$ cat config.mk
export PLATFORM = sky130hd
export DESIGN_NAME = tt_proj_mux_ctrl
export DESIGN_NICKNAME = d
export VERILOG_FILES = /design/src/rtl/tt_proj_mux_ctrl.sv
export SDC_FILE = /design/constraint.sdc
export NUM_CORES = 1
export LEC_CHECK = 0
export CAP_MARGIN = 20
export CORE_AREA = 2 2 106 108
export DETAILED_ROUTE_END_ITERATION = 8
export DIE_AREA = 0 0 108 110
export PLACE_DENSITY = 0.7
export SETUP_SLACK_MARGIN = 0.5
export SLEW_MARGIN = 15
export SYNTH_ARGS = -nofsm -noshare
export SYNTH_HDL_FRONTEND = slang
export SYNTH_SLANG_ARGS = --single-unit
$ cat constraint.sdc
create_clock -name clk -period 2.1 [get_ports clk]
set_clock_uncertainty 0.2 [all_clocks]
set_input_delay 0.315 -clock clk [delete_from_list [all_inputs] [get_ports clk]]
set_output_delay 0.315 -clock clk [all_outputs]
set_load 0.03 [all_outputs]
$ cat src/rtl/tt_proj_mux_ctrl.sv
// Project-slot owner for the shared iw/ow buses: one-hot enable plus the
// drain -> clocked-reset -> run sequence on every switch-over.
module tt_proj_mux_ctrl #(
    parameter int N_PROJ     = 8,
    parameter int ADDR_W     = 4,
    parameter int DRAIN_CYC  = 4,
    parameter int RST_PULSES = 4
) (
    input  logic                   clk,
    input  logic                   rst,
    input  logic                   sel_valid,
    input  logic [ADDR_W-1:0]      sel_addr,
    output logic                   sel_ready,
    output logic                   busy,
    output logic [ADDR_W-1:0]      cur_addr,
    input  logic                   pad_clk,
    input  logic                   pad_rst_n,
    input  logic [7:0]             pad_ui_in,
    input  logic [7:0]             pad_uio_in,
    output logic [N_PROJ-1:0]      proj_ena,
    output logic [17:0]            iw,
    input  logic [24*N_PROJ-1:0]   ow_bus,
    output logic [23:0]            ow_sel
);

    localparam int CNT_MAX = (DRAIN_CYC > 2*RST_PULSES) ? DRAIN_CYC : 2*RST_PULSES;
    localparam int CNT_W   = (CNT_MAX > 1) ? $clog2(CNT_MAX) : 1;
    localparam logic [CNT_W-1:0]  DRAIN_LOAD = CNT_W'(DRAIN_CYC - 1);
    localparam logic [CNT_W-1:0]  RESET_LOAD = CNT_W'(2*RST_PULSES - 1);
    localparam logic [ADDR_W:0]   N_PROJ_EXT = (ADDR_W+1)'(N_PROJ);
    localparam logic [ADDR_W-1:0] ADDR_OFF   = '1;

    typedef enum logic [1:0] {S_OFF, S_DRAIN, S_RESET, S_RUN} state_t;

    state_t            state_q, state_d;
    logic [CNT_W-1:0]  cnt_q, cnt_d;
    logic [ADDR_W-1:0] target_q, target_d;
    logic [ADDR_W-1:0] cur_addr_q, cur_addr_d;
    logic              clk_bit_q, clk_bit_d;

    logic [N_PROJ-1:0] cur_hit;
    logic [N_PROJ-1:0] tgt_hit;
    logic [23:0]       ow_slot [N_PROJ];
    logic [23:0]       run_ow;
    logic              accept;
    logic              sel_in_range;
    logic              tgt_in_range;

    // Slot decoders compare against the slot index, so out-of-range
    // addresses simply decode to no slot at all.
    for (genvar gi = 0; gi < N_PROJ; gi++) begin : g_slot
        localparam logic [ADDR_W-1:0] SLOT = ADDR_W'(gi);
        assign cur_hit[gi] = (cur_addr_q == SLOT);
        assign tgt_hit[gi] = (target_q == SLOT);
        assign ow_slot[gi] = ow_bus[24*gi +: 24];
    end

    assign accept       = sel_valid && ((state_q == S_OFF) || (state_q == S_RUN));
    assign sel_in_range = ({1'b0, sel_addr} < N_PROJ_EXT);
    assign tgt_in_range = ({1'b0, target_q} < N_PROJ_EXT);

    always_ff @(posedge clk) begin
        if (rst) begin
            state_q    <= S_OFF;
            cnt_q      <= '0;
            target_q   <= ADDR_OFF;
            cur_addr_q <= ADDR_OFF;
            clk_bit_q  <= 1'b0;
        end else begin
            state_q    <= state_d;
            cnt_q      <= cnt_d;
            target_q   <= target_d;
            cur_addr_q <= cur_addr_d;
            clk_bit_q  <= clk_bit_d;
        end
    end

    always_comb begin
        state_d    = state_q;
        cnt_d      = cnt_q;
        target_d   = target_q;
        cur_addr_d = cur_addr_q;
        clk_bit_d  = 1'b0;
        unique case (state_q)
            S_OFF: begin
                if (accept && sel_in_range) begin
                    target_d = sel_addr;
                    cnt_d    = DRAIN_LOAD;
                    state_d  = S_DRAIN;
                end
            end
            S_RUN: begin
                // Same address is accepted too: it forces a full re-reset.
                if (accept) begin
                    target_d = sel_addr;
                    cnt_d    = DRAIN_LOAD;
                    state_d  = S_DRAIN;
                end
            end
            S_DRAIN: begin
                if (cnt_q == '0) begin
                    if (tgt_in_range) begin
                        state_d = S_RESET;
                        cnt_d   = RESET_LOAD;
                    end else begin
                        state_d    = S_OFF;
                        cur_addr_d = ADDR_OFF;
                    end
                end else begin
                    cnt_d = cnt_q - 1'b1;
                end
            end
            S_RESET: begin
                // Even cycle count: the clock bit falls back to 0 on exit.
                clk_bit_d = ~clk_bit_q;
                if (cnt_q == '0) begin
                    state_d    = S_RUN;
                    cur_addr_d = target_q;
                end else begin
                    cnt_d = cnt_q - 1'b1;
                end
            end
            default: state_d = S_OFF;
        endcase
    end

    always_comb begin
        run_ow = '0;
        for (int i = 0; i < N_PROJ; i++) begin
            if (cur_hit[i]) run_ow = ow_slot[i];
        end
    end

    always_comb begin
        sel_ready = 1'b0;
        busy      = 1'b0;
        proj_ena  = '0;
        iw        = '0;
        ow_sel    = '0;
        cur_addr  = cur_addr_q;
        unique case (state_q)
            S_OFF: sel_ready = 1'b1;
            S_DRAIN: busy = 1'b1;
            S_RESET: begin
                busy     = 1'b1;
                proj_ena = tgt_hit;
                iw       = {16'h0000, 1'b0, clk_bit_q};
            end
            S_RUN: begin
                sel_ready = 1'b1;
                proj_ena  = cur_hit;
                iw        = {pad_uio_in, pad_ui_in, pad_rst_n, pad_clk};
                ow_sel    = run_ow;
            end
            default: ;
        endcase
    end

endmodule

; ---- Word level (Yosys, flattened, before mapping)
; Cells that the tools add are included.
; W data, S select, Z words.
[totals]
input_bits = 217
out_inout_bits = 56
regBits = 14
elab_cells = 82
[classes]
n_reduce_logical = 16
add_sub_neg = 1
eq_ne = 24
n_mux = 32
bitwise = 2
magnitude_cmp = 2
[ops]
columns = cell, count
row1 = $mux W24, 9
row2 = $pmux W18 S2, 1
row3 = $eq A4 B3 Y1 const B, 8
row4 = $mux W4, 5
row5 = $eq A4 B2 Y1 const B, 4
row6 = $pmux W4 S2, 2
row7 = $pmux W8 S2, 1
row8 = $mux W3, 5
row9 = $pmux W3 S4, 1
row10 = $reduce_and A4 Y1, 3
row11 = $mux W2, 5
row12 = $ne A2 B2 Y1 const B, 5
row13 = $eq A4 B1 Y1 const B, 2
row14 = $logic_not A4 Y1, 2
row15 = $lt A4 B4 Y1 const B, 2
row16 = $pmux W2 S4, 1
row17 = $reduce_or A2 Y1, 3
row18 = $eq A2 B2 Y1 const B, 2
row19 = $reduce_bool A2 Y1, 2
row20 = $logic_not A3 Y1, 1
row21 = $ne A3 B3 Y1 const B, 1
row22 = $reduce_and A3 Y1, 1
row23 = $sub A3 B1 Y3 const B, 1
row24 = $eq A2 B1 Y1 const B, 1
row25 = 6 further kinds, 9

; ---- Longest topological paths before layout
; Gate-level depths: netlist of run 1.
[logic_depth]
word_depth = 10
depth_mapped = 7

; ---- Least setup slack after synthesis of run 1
; No wires, ideal clock.
[synth_timing]
path_kind = reg2out
from = register cur_addr_q[1], in the netlist cur_addr[1]
to = output port ow_sel[10]
stages_incl_launch_ff = 6
setup_slack_ns = -0.332
required_time_ns = 1.585
arrival_ns = 1.917
path_buffers = 2
path_cell_list = dfxtp_1 buf_6 buf_2 mux4_2 nor2_1 a211oi_1
[synth_via]
elab_chain_len = 10
elab_cells_between_ends = 17
classes_between = eq/ne (7) / mux (9) / reduce/logical (1)
[synth_rtl]
columns = element, line_no
row1 = "start, declared", 38  ; logic [ADDR_W-1:0] cur_addr_q, cur_addr_d;
row2 = "start signal, assigned", 73  ; cur_addr_q <= cur_addr_d;
row3 = $logic_not A4 Y1, 53  ; assign cur_hit[gi] = (cur_addr_q == SLOT);
row4 = $mux W24 (7 in series), 130  ; if (cur_hit[i]) run_ow = ow_slot[i];
row5 = $mux W24 (*), 130
row6 = $mux W24 (*), 141  ; unique case (state_q)
row7 = "end, declared", 23  ; output logic [23:0] ow_sel
; Every way passes the cells marked *; elsewhere a longest branch is shown, timed or not.

; ---- Worst setup path after layout of run 1
[layout_timing]
from = register cur_addr_q[0], in the netlist cur_addr[0]
to = output port ow_sel[6]
; The elaborated chain is that of the path after synthesis.

==> run_results.csv, run 1 <==
group,metric,value,unit
global_route,overflow,0,
placed_design,dp.cells,734,
timing,final.min_clock_period,2374,ps
critical_path,slowest_stage,"mux4_2",
detailed_routing,detail-route-antenna-nets,0,
critical_path,critPathLaunchType,"register",
critical_path,cpPeakStageDelay,550,ps
power,switching_power,560.5,uW
synth,yosysMostFrequentCell,"nor2_1",
die,die_y,110,microns
critical_path,worstPathMaxFanout,6,
synth,synth_area_per_cell,8.847,sq um
timing,slew_headroom,57.45,%
power,vdd_drop_max,0.0003736,V
clocking,cts_hold_buf,0,
critical_path,reg2reg_from,"state_q[1]",
global_route,grt_pass1_vias,4448,
timing,fin_ws,-274.2,ps
synth,synth_ff_type,"dfxtp_1",
synth,synthDistinctLibCells,46,
placed_design,portBuffers,272,
die,start_util,24.48,%
detailed_routing,wl_per_cell,20.85,microns
clocking,clock-sinks,14,
outcome,violations,"negative setup slack",
timing,finalSetupViolations,33,
critical_path,r2r_slack,0,ps
placed_design,dp_hpwl,12120,microns
critical_path,path_cells,"buf_6 > buf_6 > buf_6 > mux4_2 > nor2_4 > a211oi_4 > buf_6",
clocking,tritoncts,"built",
critical_path,worstPathRequired,1580,ps
timing,drv_slew,0,
power,intPower,1106,uW
detailed_routing,drc,0,
worst_hold_path,holdCritStartpoint,"clk_bit_q",
synth,syn_area,2619,sq um
clocking,h-tree-depth,1,
critical_path,critical-path-top-delay-family,"multiplexers",
global_route,antenna_found_initial,2,
layout,postLayoutCellArea,7891,sq um
synth,ys_ff_latch,14,
critical_path,crit_top_cell,"buf_6",
die,num_io_pins,273,
layout,final_cell_count_no_fill,808,
synth,netlist_top_cells_area,"mux4_2 (18%), dfxtp_1 (11%), mux2_2 (9.9%), o22ai_1 (6.7%), o21ai_0 (5.0%)",
clocking,cts_buffers,3,
timing,max_freq,421.2,MHz
clocking,clockBufferDepth,2,
synth,ys.warnings.count,0,
detailed_routing,vias_per_cell,5.142,
power,switching_share,33.63,%
clocking,cts_root_buf,"clkbuf_8",
synth,synth_enable_flop_cells,0,
power,power.share.clock,14.7,%
layout,nets,892,
clocking,worstSkewPairLatency,260,ps
timing,max_slew.worst_pin.slew,636.3,ps
power,cellPowerDensity,211.2,nW/um^2
outcome,status,"complete, but fails checks",
placed_design,dp_slack,-520.0,ps
global_route,grt_usage,26.32,%
power,pwr-share-seq,19.4,%
die,die_x,108,microns
timing,tns,-5312,ps
synth,seq_area_frac_synth,10.70,%
synth,synthArstFlopShare,0,%
global_route,grt_max_degree,19,
layout,syn_to_final_growth,201.3,%
global_route,grt_pass1_wl,24180,microns
critical_path,worstSetupPathType,"register to output pin",
worst_hold_path,hp-class,"register to register",
die,dieArea,11880,sq um
power,pwr-share-comb,65.9,%
placed_design,place_congestion,0.8472,
worst_hold_path,whs_endpoint,"clk_bit_q",
clocking,clk_pin_slew,60,ps
critical_path,worstSetupEndpointType,"output pin",
critical_path,ff2ff_path_depth,10,
worst_hold_path,hold_path_depth,1,
detailed_routing,wl,16850,microns
synth,synth_top_cell_area_share,18.06,%
synth,syn-num-nets,520,
timing,rsz0062_at_grt,"true",
critical_path,rr_endpoint,"state_q[1]",
detailed_routing,via_count,4155,
die,std_cell_rows,38,
layout,drive_gt1_share,56.37,%
die,coreArea,10700,sq um
placed_design,placed_cell_area,6430,sq um
power,leakage,0.002948,uW
critical_path,cp.arrival,1860,ps
critical_path,path_buf_inv,4,
timing,post-route-period-util,113.1,%
timing,hold_viol_final,0,
detailed_routing,drtIter0Drc,166,
job,drv_cap,0,
synth,synthTopCellsByCount,"nor2_1 (31), o22ai_1 (28), o21ai_0 (26), mux2_2 (23), mux4_2 (21)",
synth,syn_inst,296,
detailed_routing,firstDrtPassIters,4,
synth,synth_top_area_cell,"mux4_2",
per-layer routing:
metal / wire (microns) / vias to the layer above / track usage [%] / share of wire (%)
li1: - / 1886 / - / -
met1: 5757 / 2036 / 27.83 / 34
met2: 9265 / 178 / 51.44 / 55
met3: 1127 / 53 / 5.232 / 6.7
met4: 682 / 2 / 9.524 / 4.0
met5: 13 / - / 0 / 0.077
cells in the final DEF (no fill, tap or decap), types with 5 or more instances in the layout:
| cell type | synthesis | final |
|---|---|---|
| mux4_2 | 21 | 25 |
| o22ai_4 | 0 | 6 |
| clkdlybuf4s50_1 | 0 | 216 |
| o21ai_2 | 1 | 12 |
| a21oi_1 | 8 | 5 |
| mux2_2 | 23 | 22 |
| buf_4 | 3 | 71 |
| nor2_4 | 0 | 25 |
| dfxtp_4 | 0 | 6 |
| o22ai_2 | 0 | 13 |
| buf_6 | 3 | 81 |
| buf_12 | 2 | 19 |
| dfxtp_1 | 14 | 8 |
| o21ai_1 | 0 | 10 |
| o22ai_1 | 28 | 9 |
| a211oi_4 | 0 | 23 |
| inv_1 | 10 | 6 |
| and2_4 | 0 | 17 |
sequential cells by signal (all words and copies together), names as in the netlist:
| register | cells |
|---|---|
| clk_bit_q | 1 |
| cnt_q | 3 |
| cur_addr | 4 |
| state_q | 2 |
| target_q | 4 |
power by group through the flow:
stage | Clock, uW | Sequential, uW | Combinational, uW
2_1_floorplan | 0 | 321 | 306
3_3_place_gp | 0 | 319 | 775
3_5_place_dp | 0 | 321 | 797
4_1_cts | 228 | 319 | 922
5_1_grt | 259 | 328 | 1160
6_report | 245 | 324 | 1100
per-stage QoR:
| stage | hold WS, ps | power, uW | utilization, % |
|---|---|---|---|
| finish | 226.4 | 1667 | 73.77 |
| global route | 260.1 | 1746 | 73.77 |
| CTS | 227.9 | 1469 | 69.50 |
| detailed placement | 219.0 | 1118 | 60.11 |
| global placement | 207.1 | 1094 | 60.11 |
| floorplan | 199.0 | 627.6 | - |
cell families (layout without fill, tap and decap cells):
group / count (synthesis) / after routing / synth area share, %
AO/OA/AOI/OAI: 105 / 105 / 27.81
adder cells (fa/ha/maj): 7 / 7 / 3.344
buffers and inverters: 39 / 410 / 8.505
flip-flops: 14 / 14 / 10.70
multiplexers: 52 / 52 / 33.59
other: 0 / 1 / 0
AND/OR/NAND/NOR: 79 / 79 / 16.05
timing repair:
item / CTS / global route
pin swaps: 46 / 33
setup buffers: 50 / 15
resized for setup: 276 / 60
endpoints found under the setup margin: 67 / 67
gates cloned: 2 / 2
worst max path at each step:
stage	startpoint	to	slack [ps]	cells past startpoint
final	cur_addr[0]	ow_sel[6]	-270	7
after global routing	cur_addr[0]	ow_sel[3]	-310	7
after CTS	cur_addr[0]	ow_sel[5]	-300	7
after detailed placement	ow_bus[82]	ow_sel[10]	-520	5
after global placement	ow_bus[82]	ow_sel[10]	-520	5
after floorplan	cur_addr[0]	ow_sel[18]	110	5
layout make-up:
cell class                 instances  area, sq um
clock inverter                     1        3.754
clock buffer                       3        41.29
fill                             768         2806
sequential                        14        302.8
antenna                            1        2.502
timing repair buffer             396         4164
multi-input combinational        243         3147
inverter                          10        55.05
tap                              140        175.2
(Power assumes the default switching activity.)
==> run 2: changes to the inputs <==
CTS_CLUSTER_SIZE = 30   (was not set)
DONT_BUFFER_PORTS = 1   (was not set)
PLACE_DENSITY = not set   (was 0.7)
clock period = 2.68 ns   (was 2.1 ns; I/O delays follow)
==> run 2 against run 1 <==
Effect of this change: largest cell class is now multi-input gates; utilization down 35 points; largest power group unchanged; design area down 48%; worst setup slack better by 580 ps; the flow now finishes without violations.
==> run_results.csv, run 2 (synthesized netlist as in run 1, its figures left out) <==
group,metric,value,unit
outcome,status,"complete, no violations",
placed_design,dp.cells,429,
timing,finalSetupViolations,0,
placed_design,place_congestion,0.9657,
global_route,grt_pass1_wl,17060,microns
detailed_routing,wl_per_cell,25.95,microns
critical_path,critical-path-top-delay-family,"buffers and inverters",
die,die_y,110,microns
timing,final.min_clock_period,2378,ps
power,cellPowerDensity,179.5,nW/um^2
clocking,h-tree-depth,1,
critical_path,cpPeakStageDelay,420,ps
detailed_routing,drc,0,
clocking,worstSkewPairLatency,250,ps
clocking,clock-sinks,14,
timing,max_freq,420.6,MHz
timing,slew_headroom,59.14,%
placed_design,dp_hpwl,8835,microns
critical_path,crit_top_cell,"buf_6",
layout,fillers,1045,
worst_hold_path,hp-class,"input port to register",
critical_path,path_buf_inv,4,
layout,mostFrequentLayoutCell,"buf_4",
detailed_routing,via_count,2831,
placed_design,placed_cell_area,3010,sq um
power,switching_power,256.0,uW
critical_path,worstSetupPathType,"register to output pin",
die,start_util,24.48,%
global_route,antenna_found_initial,9,
critical_path,worstPathMaxFanout,6,
global_route,grt_pass1_vias,2897,
layout,syn_to_final_growth,56.47,%
layout,final_cell_mix,"buf_4 (30), mux2_2 (23), mux4_2 (21)",
detailed_routing,drtIter0Drc,156,
layout,nets,561,
power,vdd_drop_max,0.0002952,V
placed_design,portBuffers,0,
detailed_routing,wl,12510,microns
detailed_routing,detail-route-antenna-nets,0,
layout,final_cell_count_no_fill,482,
detailed_routing,vias_per_cell,5.873,
power,switching_share,34.81,%
die,dieArea,11880,sq um
die,std_cell_rows,38,
clocking,clk_pin_slew,60,ps
power,pwr-share-comb,40.2,%
clocking,clockBufferDepth,2,
clocking,cts_root_buf,"clkbuf_8",
timing,hold_viol_final,0,
critical_path,slowest_stage,"a211oi_4",
timing,rsz0062_at_grt,"true",
global_route,overflow,0,
critical_path,worstSetupEndpointType,"output pin",
timing,tns,0,ps
global_route,grt_max_degree,28,
layout,drive_gt1_share,57.14,%
die,die_x,108,microns
critical_path,path_cells,"buf_12 > nand4b_1 > buf_6 > buf_8 > buf_6 > o21ai_4 > a211oi_4",
die,coreArea,10700,sq um
die,num_io_pins,273,
power,power.share.clock,24.7,%
clocking,tritoncts,"built",
critical_path,worstPathRequired,2080,ps
layout,postLayoutCellArea,4098,sq um
job,drv_cap,0,
critical_path,critPathLaunchType,"register",
timing,max_slew.worst_pin.slew,611.9,ps
critical_path,cp.arrival,1780,ps
power,intPower,479.4,uW
power,leakage,0.001403,uW
placed_design,dp_slack,311.9,ps
clocking,cts_buffers,3,
timing,drv_slew,0,
timing,post-route-period-util,88.72,%
global_route,grt_usage,19.12,%
detailed_routing,firstDrtPassIters,4,
power,pwr-share-seq,35.1,%
timing,fin_ws,302.3,ps
[run 2: cell types whose count changed in the layout (fill, tap and decap cells not counted), moves of 6 or more]
cell             before  now
and2_1                0   17
and2_4               17    0
buf_12               19   11
buf_4                71   30
buf_6                81   14
clkdlybuf4s50_1     216    0
nor2_1                3   20
nor2_2                4   10
nor2_4               25    2
o22ai_1               9   19
o22ai_2              13    7
[run 2: layout make-up]
type / instances / area (sq um) / area share (%)
multi-input combinational: 243 / 2698 / 65.83
timing repair buffer: 65 / 825.8 / 20.15
sequential: 14 / 296.5 / 7.237
tap: 140 / 175.2 / 4.275
clock buffer: 4 / 45.04 / 1.099
inverter: 10 / 42.54 / 1.038
antenna: 6 / 15.01 / 0.3664
[run 2: per-stage QoR]
stage / total power [uW] / hold WS [ps] / utilization, %
after floorplan: 458.3 / 199.0 / -
after global placement: 496.2 / 208.7 / 28.14
after detailed placement: 499.9 / 218.8 / 28.14
after CTS: 703.6 / 5.486 / 35.92
after global routing: 785.3 / 2.605 / 38.28
final: 735.5 / 8.405 / 38.30
[run 2: timing repair]
| item | CTS | global route |
|---|---|---|
| resized for setup | 103 | 30 |
| pin swaps | 22 | 17 |
| endpoints found under the setup margin | 33 | 43 |
| setup buffers | 24 | 11 |
| hold endpoints to repair | 0 | 1 |
| cloned | 6 | 1 |
| hold buffers | 0 | 1 |
[run 2: worst reg2reg max path, cell delays in order (launching register included)]
cell      delay [ps]
dfxtp_4          380
buf_6            110
inv_4             40
buf_4            130
ha_4             290
o21ai_0          240
o211a_1          290
a21oi_1           90
a211oi_1         210
[run 2: path summary, 6_finish.rpt]
kind / start / end / slack, ps / depth (start not counted)
worst max register to register: state_q[0] / cnt_q[2] / 610 / 8
worst min-delay path: rst / state_q[0] / 8 / 1
worst max-delay path: cur_addr[1] / ow_sel[3] / 300 / 7
worst min register to register: clk_bit_q / clk_bit_q / 230 / 1
[run 2: layer usage]
metal / global-route usage, % / wire length, microns / share of wire [%]
met5: 0 / 45 / 0.36
met4: 7.601 / 303 / 2.4
met3: 9.053 / 1551 / 12
met2: 32.79 / 6428 / 51
met1: 20.40 / 4181 / 33
[run 2: power groups by stage]
| stage | combinational, uW | clock, uW | sequential (uW) |
|---|---|---|---|
| final | 295 | 182 | 258 |
| after global routing | 328 | 195 | 262 |
| after detailed placement | 247 | 0 | 253 |
| after floorplan | 210 | 0 | 249 |
| after CTS | 263 | 187 | 254 |
| after global placement | 244 | 0 | 252 |
==> run 3: changes to the inputs <==
MAX_ROUTING_LAYER = met4   (was not set)
==> run 3 against run 2 <==
Effect of this change: utilization increased by 0.22 points; critical endpoint is now ow_sel[18]; cell count is 0.62% higher; clock power rose by 15%; worst setup slack better by 23 ps; largest power group unchanged; sequential share of layout area barely moved; global-route usage grew 0.60 points; critical path type unchanged.
==> run_results.csv, run 3 (synthesized netlist as in run 1, its figures left out) <==
group,metric,value,unit
outcome,status,"complete, no violations",
critical_path,cp.arrival,1750,ps
clocking,clk_pin_slew,60,ps
timing,max_slew.worst_pin.slew,477.1,ps
global_route,grt_max_degree,28,
layout,final_cell_mix,"buf_4 (36), mux4_2 (25), mux2_2 (22)",
critical_path,slowest_stage,"mux4_2",
placed_design,dp_slack,361.6,ps
layout,final_cell_count_no_fill,485,
clocking,tritoncts,"built",
clocking,clock-sinks,14,
power,switching_power,265.5,uW
critical_path,cpPeakStageDelay,490,ps
timing,finalSetupViolations,0,
die,coreArea,10700,sq um
die,dieArea,11880,sq um
die,die_x,108,microns
detailed_routing,wl,12920,microns
power,intPower,518.6,uW
timing,hold_ws,12.20,ps
placed_design,dp_hpwl,8864,microns
critical_path,reg2reg_from,"state_q[1]",
critical_path,worstSetupEndpointType,"output pin",
worst_hold_path,hold_path_depth,1,
critical_path,worstPathRequired,2080,ps
clocking,clockBufferDepth,2,
detailed_routing,drc,0,
timing,hold_viol_final,0,
placed_design,portBuffers,0,
critical_path,ff2ff_path_depth,7,
layout,mostFrequentLayoutCell,"buf_4",
layout,drive_gt1_share,60.00,%
power,vdd_drop_max,0.0003879,V
detailed_routing,wl_per_cell,26.63,microns
detailed_routing,via_count,2923,
global_route,overflow,0,
clocking,cts_buffers,3,
timing,final.min_clock_period,2355,ps
die,die_y,110,microns
timing,rsz0062_at_grt,"true",
die,num_io_pins,273,
power,switching_share,33.86,%
timing,fin_ws,325.1,ps
global_route,grt_pass1_vias,2813,
critical_path,worstSetupPathType,"register to output pin",
timing,drv_slew,0,
timing,slew_headroom,68.09,%
power,power.share.clock,26.8,%
worst_hold_path,holdCritStartpoint,"rst",
power,cellPowerDensity,190.2,nW/um^2
power,pwr-share-comb,40.9,%
critical_path,cp-startpoint,"cur_addr[0]",
timing,post-route-period-util,87.87,%
critical_path,crit_top_cell,"buf_12",
clocking,h-tree-depth,1,
detailed_routing,firstDrtPassIters,4,
die,start_util,24.48,%
clocking,cts_hold_buf,0,
detailed_routing,vias_per_cell,6.027,
layout,syn_to_final_growth,57.38,%
placed_design,dp.cells,427,
global_route,grt_pass1_wl,17000,microns
power,leakage,0.001445,uW
die,std_cell_rows,38,
detailed_routing,drtIter0Drc,242,
layout,nets,565,
global_route,grt_usage,19.72,%
timing,max_freq,424.7,MHz
critical_path,worstPathMaxFanout,7,
critical_path,critPathLaunchType,"register",
power,pwr-share-seq,32.2,%
critical_path,path_cells,"buf_12 > buf_12 > mux4_2 > mux2i_1 > nor3_2 > buf_4",
global_route,antenna_found_initial,5,
detailed_routing,detail-route-antenna-nets,0,
job,drv_cap,0,
clocking,worstSkewPairLatency,250,ps
placed_design,placed_cell_area,3020,sq um
layout,postLayoutCellArea,4121,sq um
clocking,cts_root_buf,"clkbuf_8",
worst_hold_path,hp-class,"input port to register",
placed_design,place_congestion,0.9863,
timing,tns,0,ps
run 3: layout make-up:
class                           instances  area [sq um]
Antenna cell                            5         12.51
Clock buffer                            4         55.05
Fill cell                            1063          6576
Inverter                               10         45.04
Multi-Input combinational cell        243          2699
Sequential cell                        14         300.3
Tap cell                              140         175.2
Timing Repair Buffer                   69         834.6
run 3: worst max-delay path, delay by kind of cell (launching register included):
family / cells / cell delay (ps)
buf+inv: 3 / 410
flops: 1 / 390
mux: 2 / 670
simple gates: 1 / 50
run 3: power groups by stage:
| stage | Sequential, uW | Clock, uW | Combinational, uW |
|---|---|---|---|
| floorplan | 249 | 0 | 210 |
| CTS | 250 | 213 | 288 |
| global route | 255 | 224 | 349 |
| global placement | 252 | 0 | 247 |
| detailed placement | 252 | 0 | 251 |
| finish | 253 | 210 | 321 |
run 3: path summary, 6_finish.rpt:
| kind | endpoint | slack [ps] |
|---|---|---|
| max | ow_sel[18] | 330 |
| max reg2reg | cnt_q[1] | 610 |
| min | state_q[0] | 10 |
| min reg2reg | clk_bit_q | 230 |
run 3: metrics by stage:
step / utilization [%] / total power (uW)
3_5_place_dp: 28.23 / 503.8
6_report: 38.53 / 784.1
3_3_place_gp: 28.23 / 498.3
4_1_cts: 34.97 / 751.0
2_1_floorplan: - / 458.3
5_1_grt: 38.53 / 827.2
run 3: routing by layer:
layer	track usage [%]	vias to the layer above	share of wire, %
met2	34.05	232	51
li1	-	1223	-
met4	5.769	0	2.8
met3	6.996	34	12
met1	21.50	1434	34
met5	-	-	0
run 3: repair_timing:
item,CTS,global route
setup buffers,24,16
gates cloned,8,1
pin swaps,19,27
resized for setup,77,63
setup endpoints to repair,33,46
